==> src/rtl/uart_rx_os.sv <==
// uart_rx_os: 16x-oversampled UART receiver (5-8 data bits, optional parity, 1/2 stop); UART_RX_MAJORITY_EN enables 3-sample voting.
// Latency 16T*(N+P+S)+8T+1 clocks from start detect (+T with voting); no backpressure, rx_done is a one-cycle strobe.
module uart_rx_os #(
    parameter int OVS   = 16,
    parameter int DIV_W = 16
) (
    input  logic             clk,
    input  logic             rst,
    input  logic             rx_start,
    input  logic             rx,
    input  logic [DIV_W-1:0] baud_div,
    input  logic [3:0]       length,
    input  logic             parity_en,
    input  logic             parity_type,
    input  logic             stop2,
    output logic [7:0]       rx_out,
    output logic             rx_done,
    output logic             parity_err,
    output logic             frame_err
);

    typedef enum logic [2:0] {IDLE, START, DATA, PARITY, STOP1, STOP2, DONE} state_t;

`ifdef UART_RX_MAJORITY_EN
    localparam logic [3:0] DEC_PT = 4'd8;
`else
    localparam logic [3:0] DEC_PT = 4'd7;
`endif
    localparam logic [3:0] LAST_OS = 4'(OVS - 1);

    state_t           state, state_nxt;
    logic             rx_s1, rx_s2;
    logic [DIV_W-1:0] div_cnt, div_l;
    logic [3:0]       os_cnt, bit_cnt, len_l;
    logic             par_en_l, par_type_l, stop2_l;
    logic [7:0]       shreg;
    logic             par_err_i, frm_err_i;
    logic             running, tick, sample_pt, bit_end, start_go, bit_val, exp_par;
    logic             shift_en, par_chk, stop_chk;

`ifdef UART_RX_MAJORITY_EN
    logic s6, s7;
    assign bit_val = (s6 & s7) | (s6 & rx_s2) | (s7 & rx_s2);
`else
    assign bit_val = rx_s2;
`endif

    assign running   = (state != IDLE) && (state != DONE);
    assign tick      = running && (div_cnt == div_l);
    assign sample_pt = tick && (os_cnt == DEC_PT);
    assign bit_end   = tick && (os_cnt == LAST_OS);
    assign start_go  = (state == IDLE) && rx_start && !rx_s2;
    assign exp_par   = par_type_l ? ^shreg : ~^shreg;

    always_ff @(posedge clk) begin
        if (rst) state <= IDLE;
        else     state <= state_nxt;
    end

    always_comb begin
        state_nxt = state;
        case (state)
            IDLE:   if (start_go) state_nxt = START;
            START: begin
                if (sample_pt && bit_val) state_nxt = IDLE;
                else if (bit_end)         state_nxt = DATA;
            end
            DATA:   if (bit_end && (bit_cnt == len_l - 4'd1))
                        state_nxt = par_en_l ? PARITY : STOP1;
            PARITY: if (bit_end) state_nxt = STOP1;
            STOP1: begin
                if (stop2_l) begin
                    if (bit_end) state_nxt = STOP2;
                end else if (sample_pt) begin
                    state_nxt = DONE;
                end
            end
            STOP2:  if (sample_pt) state_nxt = DONE;
            DONE:   state_nxt = IDLE;
            default: state_nxt = IDLE;
        endcase
    end

    always_comb begin
        shift_en = (state == DATA) && sample_pt;
        par_chk  = (state == PARITY) && sample_pt;
        stop_chk = ((state == STOP1) || (state == STOP2)) && sample_pt;
    end

    always_ff @(posedge clk) begin
        if (rst) begin
            rx_s1      <= 1'b1;
            rx_s2      <= 1'b1;
            div_cnt    <= '0;
            div_l      <= '0;
            os_cnt     <= '0;
            bit_cnt    <= '0;
            len_l      <= 4'd8;
            par_en_l   <= 1'b0;
            par_type_l <= 1'b0;
            stop2_l    <= 1'b0;
            shreg      <= '0;
            par_err_i  <= 1'b0;
            frm_err_i  <= 1'b0;
            rx_out     <= '0;
            rx_done    <= 1'b0;
            parity_err <= 1'b0;
            frame_err  <= 1'b0;
`ifdef UART_RX_MAJORITY_EN
            s6         <= 1'b1;
            s7         <= 1'b1;
`endif
        end else begin
            rx_s1   <= rx;
            rx_s2   <= rx_s1;
            rx_done <= (state == DONE);

            // Config is frozen for the whole frame at start detection.
            if (start_go) begin
                div_l      <= baud_div;
                len_l      <= ((length >= 4'd5) && (length <= 4'd8)) ? length : 4'd8;
                par_en_l   <= parity_en;
                par_type_l <= parity_type;
                stop2_l    <= stop2;
                div_cnt    <= '0;
                os_cnt     <= '0;
                bit_cnt    <= '0;
                shreg      <= '0;
                par_err_i  <= 1'b0;
                frm_err_i  <= 1'b0;
            end else if (tick) begin
                div_cnt <= '0;
                os_cnt  <= os_cnt + 4'd1;
            end else if (running) begin
                div_cnt <= div_cnt + 1'b1;
            end

`ifdef UART_RX_MAJORITY_EN
            if (tick && (os_cnt == 4'd6)) s6 <= rx_s2;
            if (tick && (os_cnt == 4'd7)) s7 <= rx_s2;
`endif

            if ((state == DATA) && bit_end) bit_cnt <= bit_cnt + 4'd1;
            if (shift_en)                   shreg   <= {bit_val, shreg[7:1]};
            if (par_chk)                    par_err_i <= (bit_val != exp_par);
            if (stop_chk && !bit_val)       frm_err_i <= 1'b1;

            // Data was shifted in from the top, so right-align by the unused bit count.
            if (state == DONE) begin
                rx_out     <= shreg >> (4'd8 - len_l);
                parity_err <= par_err_i;
                frame_err  <= frm_err_i;
            end
        end
    end

endmodule
==> config.mk <==
export PLATFORM = sky130hd
export DESIGN_NAME = uart_rx_os
export DESIGN_NICKNAME = d
export VERILOG_FILES = /design/src/rtl/uart_rx_os.sv
export SDC_FILE = /design/constraint.sdc
export NUM_CORES = 1
export LEC_CHECK = 0
export CORE_MARGIN = 2
export CORE_UTILIZATION = 35
export CTS_BUF_LIST = sky130_fd_sc_hd__clkbuf_8
export DETAILED_ROUTE_END_ITERATION = 10
export HOLD_SLACK_MARGIN = 0.08
export SLEW_MARGIN = 40
export SYNTH_ARGS = -nofsm -noshare
export SYNTH_HDL_FRONTEND = slang
export SYNTH_SLANG_ARGS = --single-unit
==> constraint.sdc <==
create_clock -name clk -period 2.61 [get_ports clk]
set_input_delay 0.261 -clock clk [delete_from_list [all_inputs] [get_ports clk]]
set_output_delay 0.261 -clock clk [all_outputs]
set_load 0.02 [all_outputs]
Word level (Yosys, flattened, before mapping)
Index checks and enable logic that the tools add are counted.
{"block": "op_classes", "addsub": 5, "magnitude_cmp": 2, "eq_ne": 17, "shift": 1, "muxes": 19, "n_reduce_logical": 27}
{"operator": "3-bit two-way mux", "count": 9}
{"operator": "3-bit one-hot mux with 6 select lines", "count": 1}
{"operator": "16-bit by 1-bit adder with 16-bit output, second input constant", "count": 1}
{"operator": "16-bit equality test", "count": 1}
{"operator": "8-bit two-way mux", "count": 2}
{"operator": "1-bit logical AND", "count": 14}
{"operator": "4-bit two-way mux", "count": 3}
{"operator": "3-bit equality test, second input constant", "count": 3}
{"operator": "3-bit != test, second input constant", "count": 3}
{"operator": "4-bit by 1-bit adder with 4-bit output, second input constant", "count": 2}
{"operator": "2-bit nonzero test", "count": 4}
{"operator": "8-bit XNOR reduction", "count": 1}
{"operator": "8-bit parity", "count": 1}
{"operator": "8-bit by 4-bit right shift with 8-bit output", "count": 1}
{"operator": "3-bit by 2-bit equality test with 1-bit output, second input constant", "count": 2}
{"operator": "2-bit != test, second input constant", "count": 3}
{"operator": "5-bit AND reduction", "count": 1}
{"operator": "4-bit by 3-bit equality test with 1-bit output, second input constant", "count": 1}
{"operator": "4-bit equality test", "count": 1}
{"operator": "4-bit equality test, second input constant", "count": 1}
{"operator": "4-bit by 3-bit greater-or-equal comparator with 1-bit output, second input constant", "count": 1}
{"operator": "4-bit <= comparator, second input constant", "count": 1}
{"operator": "1-bit two-way mux", "count": 4}
{"operator": "4-bit by 1-bit subtractor with 4-bit output, second input constant", "count": 1}
{"operator": "other kinds (9)", "count": 9}
{"block": "word_totals", "ff_bits": 73, "in_bits": 27, "out_inout_bits": 11, "elab_cells": 89}

Longest topological paths before layout
{"block": "logic_depth", "ltp_word": 7, "depth_mapped": 10, "mapped_depth_nobuf": 8}

Worst setup path after synthesis
Ideal clock, no wire load.
{"block": "synth_timing", "path_kind": "flip-flop to flip-flop", "start": "register len_l[0]", "end": "register rx_out[2]", "setup_ps": 128, "arrival_time_ps": 2262, "t_required_ps": 2482, "slack_ps": 221, "path_stages_with_launch": 10, "path_buffers": 1, "period_less_slack_ps": 2389, "cell_sequence": "dfxtp_1 clkbuf_1 inv_1 ha_1 xor2_1 mux2_2 nor2_1 o31ai_1 a22oi_1 nor2_1"}
{"block": "synth_via", "elab_chain_len": 2}
{"element": "start: declaration", "line": "34", "rtl": "logic [3:0] os_cnt, bit_cnt, len_l;"}
{"element": "start signal: assignment", "line": "121", "rtl": "len_l <= ((length >= 4'd5) && (length <= 4'd8)) ? length : 4'd8;"}
{"element": "4-bit subtractor", "line": "150", "rtl": "rx_out <= shreg >> (4'd8 - len_l);"}
{"element": "8-bit by 4-bit right shift with 8-bit output", "line": "150"}
{"element": "end signal: assignment", "line": "150"}
{"element": "end: declaration", "line": "16", "rtl": "output logic [7:0] rx_out,"}
No other way between the ends.
A chain may end at the register's enable or synchronous reset.

Worst setup path after layout
{"block": "layout_timing", "start": "register state[2]", "end": "register state[0]"}
{"block": "layout_via", "elab_chain_len": 7, "word_cells_on_any_way": 26, "classes_between": "eq/ne (11); mux (4); reduce/logical (11)"}
{"element": "start: declaration", "line": "31", "rtl": "state_t state, state_nxt;"}
{"element": "start signal: assignment", "line": "57", "rtl": "else state <= state_nxt;"}
{"element": "3-bit != test or 3-bit nonzero test (tied branches)", "line": "48", "rtl": "assign running = (state != IDLE) && (state != DONE);"}
{"element": "1-bit logical AND", "line": "48"}
{"element": "1-bit logical AND", "line": "49", "rtl": "assign tick = running && (div_cnt == div_l);"}
{"element": "1-bit logical AND, on equally long branches", "line": "50, 51"}
{"element": "3-bit two-way mux, or another cell as far along (2 in a row)"}
{"element": "3-bit one-hot mux with 6 select lines or 5-bit AND reduction (tied branches)"}
Parallel ways exist; a longest one is shown, timed or not.

==> results.ini <==
[status]
run_status = finished, final reports clean

[global_routing]
vias_in_the_first_global_route = 2761
grt_antenna_before_repair = 0
grt_max_degree = 56
first_pass_grt_wire_length_um = 13350
globalRouteTotalUtil_pct = 14.83
grt-ovfl-total = 0

[power_and_ir_drop]
finalPower_mw = 2.457
power_frac_comb_pct = 6.4
power.static_leakage_nw = 1.658
clkPwrFrac_pct = 47.3
ir_worst_vdd_uv = 269.2
netSwitchingFraction_pct = 21.38
p_int_mw = 1.932
switchingPower_uw = 525.4
power.share.sequential_pct = 46.3
power.density_nw_per_um2 = 552.5

[synthesis]
yosys_warnings = 0
most_frequently_used_flop_master_after_synthesis = sky130_fd_sc_hd__dfxtp_1
synth_top_cells_by_area = sky130_fd_sc_hd__dfxtp_1 40%, sky130_fd_sc_hd__xor2_1 7.4%, sky130_fd_sc_hd__nand2_1 7.2%
post-synth-top-count-cell = sky130_fd_sc_hd__dfxtp_1
cell_taking_the_most_area_after_synthesis = sky130_fd_sc_hd__dfxtp_1
synth_nets = 463
synth.top_cells.by_count = 73 x sky130_fd_sc_hd__dfxtp_1, 71 x sky130_fd_sc_hd__nand2_1, 42 x sky130_fd_sc_hd__a21oi_1, 38 x sky130_fd_sc_hd__nor2_1, 31 x sky130_fd_sc_hd__xor2_1
synth_edf_count = 0
syn-mean-instance-area_um2 = 8.524
synth-async-reset-ratio_pct = 0
synthesis.area_um2 = 3682
synth.ff_latch_count = 73
synth_largest_type_area_fraction_pct = 39.69
post_synthesis_instance_total = 432
ys_seq_area_share_pct = 39.69
synth_cell_types = 58

[die]
initial_core_util_pct = 35.83
io_pins = 38
row_count = 37
die_x_um = 106.6
die_span_in_y_um = 106.6
placeableCoreArea_um2 = 10280
dieArea_um2 = 11360

[clock_tree]
clock_tree.root_cell = sky130_fd_sc_hd__clkbuf_8
cts_buffer_depth = 2
cts_tree = done
post_cts_buffers = 0
cts.repair.resized = 0
insertion_delay_ns = 0.34
ctsHtreeMaxLevel = 3
clock_sinks = 73
worst_setup_hold_path_clk_slew_ns = 0.08
numCtsBuffers = 9
hold_buffers = 0

[placement]
preCtsSetupSlack_ns = 0.3881
placedCellCount = 591
place_hpwl_um = 5823
finalWeightedCongestion = 0.8010
placed_cell_areas_um2 = 4182
numPortBuffers = 37

[finish]
fin_area_um2 = 4447
postLayoutCoreUtil_pct = 43.27
post_route_cells_drive_above_1_share_pct = 11.04
instances_no_fill = 607
fillCellCount = 1035
num-nets-final = 497
diodes = 0
area_growth_pct = 20.76

[routing]
remaining_number_of_nets_flagged_by_the_antenna_check_after_routing = 0
drcViolationCount = 0
routed-via-count = 3011
totalWireLength_um = 8156
drtPass1Iterations = 4
drt-vias-per-instance = 4.960
number_of_design_rule_violations_left_by_the_first_detailed_router_iteration = 163
post_drt_wl_per_cell_um = 13.44

[sta]
timing.final.setup_violations = 0
setup_total_negative_slack_ns = 0
slew_of_the_pin_with_the_lowest_slew_margin_ns = 0.6162
worst_clock_skew_ns = 0.008236
grt_setup_unrepaired = no
slew_headroom_pct = 58.61
final-max-slew-violation-count = 0
timing.final.hold_violations = 0
hold-worst-slack_ns = 0.3433
fin_crit_ns = 2.223
timing.final.ws_setup_ns = 0.3869
final_min_period_over_clock_period_pct = 85.18
fmax_mhz = 449.8

[setup_path]
critical_path_buf_inv_count = 0
worst_ep_required_ns = 2.85
crit_path_max_incr_delay_ns = 0.50
critical_path_arrival_ns = 2.46
critPathKind = flip-flop to flip-flop
startpoint_type = flip-flop
endpoint_kind = flip-flop
cpMaxStageDelayCell = sky130_fd_sc_hd__o41a_1
crit_chain = and2b_1 > or3_1 > nand2_4 > o41a_1 > o21bai_1 > a32o_1
critical_path.max_fanout = 12
timing.critical_path.max_delay_family = compound AO/OA/AOI/OAI gates

[hold_path]
hold_class = input port to flip-flop

[run]
cap_viol_max_count = 0

==> worst reg2reg max path, cell delays in order (launching register included) <==
cell and delay, ns:
sky130_fd_sc_hd__dfxtp_1 0.41, sky130_fd_sc_hd__and2b_1 0.35, sky130_fd_sc_hd__or3_1 0.28, sky130_fd_sc_hd__nand2_4 0.13
sky130_fd_sc_hd__o41a_1 0.50, sky130_fd_sc_hd__o21bai_1 0.19, sky130_fd_sc_hd__a32o_1 0.26
==> registers in the layout (all words and copies together) (netlist names), 3 cells and up <==
signal / flops
os_cnt: 4
rx_out: 8
bit_cnt: 4
len_l: 4
div_cnt: 16
div_l: 16
state: 3
shreg: 8
==> path summary, 6_finish.rpt <==
check | startpoint | end | slack, ns | depth (start not counted)
max | state[2] | state[0] | 0.39 | 6
min | rst | len_l[3] | 0.34 | 3
max reg2reg | state[2] | state[0] | 0.39 | 6
min reg2reg | rx_s1 | bit_val | 0.42 | 1
==> cell families (layout without fill, tap and decap cells) <==
logic type	after synthesis	after routing	synth area share (%)
compound gates	75	75	12.84
flops	73	73	39.69
fa+ha+maj	4	4	1.359
simple gates	182	182	25.42
buf+inv	36	75	4.247
mux	13	13	4.417
xor+xnor	49	49	12.03
==> layout make-up <==
class | instances | area (um^2) | area share, %
inverters | 12 | 45.04 | 1.013
clock inverters | 7 | 141.4 | 3.180
multi-input cells | 323 | 2064 | 46.43
flip-flops and latches | 73 | 1461 | 32.86
repair buffers | 47 | 440.4 | 9.904
clock buffers | 9 | 123.9 | 2.786
well taps | 136 | 170.2 | 3.827
==> power by group through the flow <==
stage | registers (mW) | clock network [mW] | logic, mW
final | 1.14 | 1.16 | 0.156
after global routing | 1.14 | 1.25 | 0.172
after CTS | 1.14 | 1.20 | 0.158
after detailed placement | 1.16 | 0 | 0.157
after global placement | 1.16 | 0 | 0.155
after floorplan | 1.16 | 0 | 0.101
==> placed cells by master, fill, tap and decap left out, types with 11 or more instances in the layout <==
cell type                          n
sky130_fd_sc_hd__nand2_1          71
sky130_fd_sc_hd__nor2_1           38
sky130_fd_sc_hd__xnor2_1          17
sky130_fd_sc_hd__clkdlybuf4s50_1  36
sky130_fd_sc_hd__a21oi_1          42
sky130_fd_sc_hd__dfxtp_1          73
sky130_fd_sc_hd__inv_1            11
sky130_fd_sc_hd__nor3_1           11
sky130_fd_sc_hd__nand3_1          17
sky130_fd_sc_hd__xor2_1           31
==> layer usage <==
metal	track usage, %	wire [um]	up-vias
met5	0	0	-
met4	3.989	35	0
met3	3.526	226	2
met2	24.61	3879	40
met1	19.32	4014	1417
li1	-	-	1552
No activity file was read; power rests on OpenSTA's default activity.
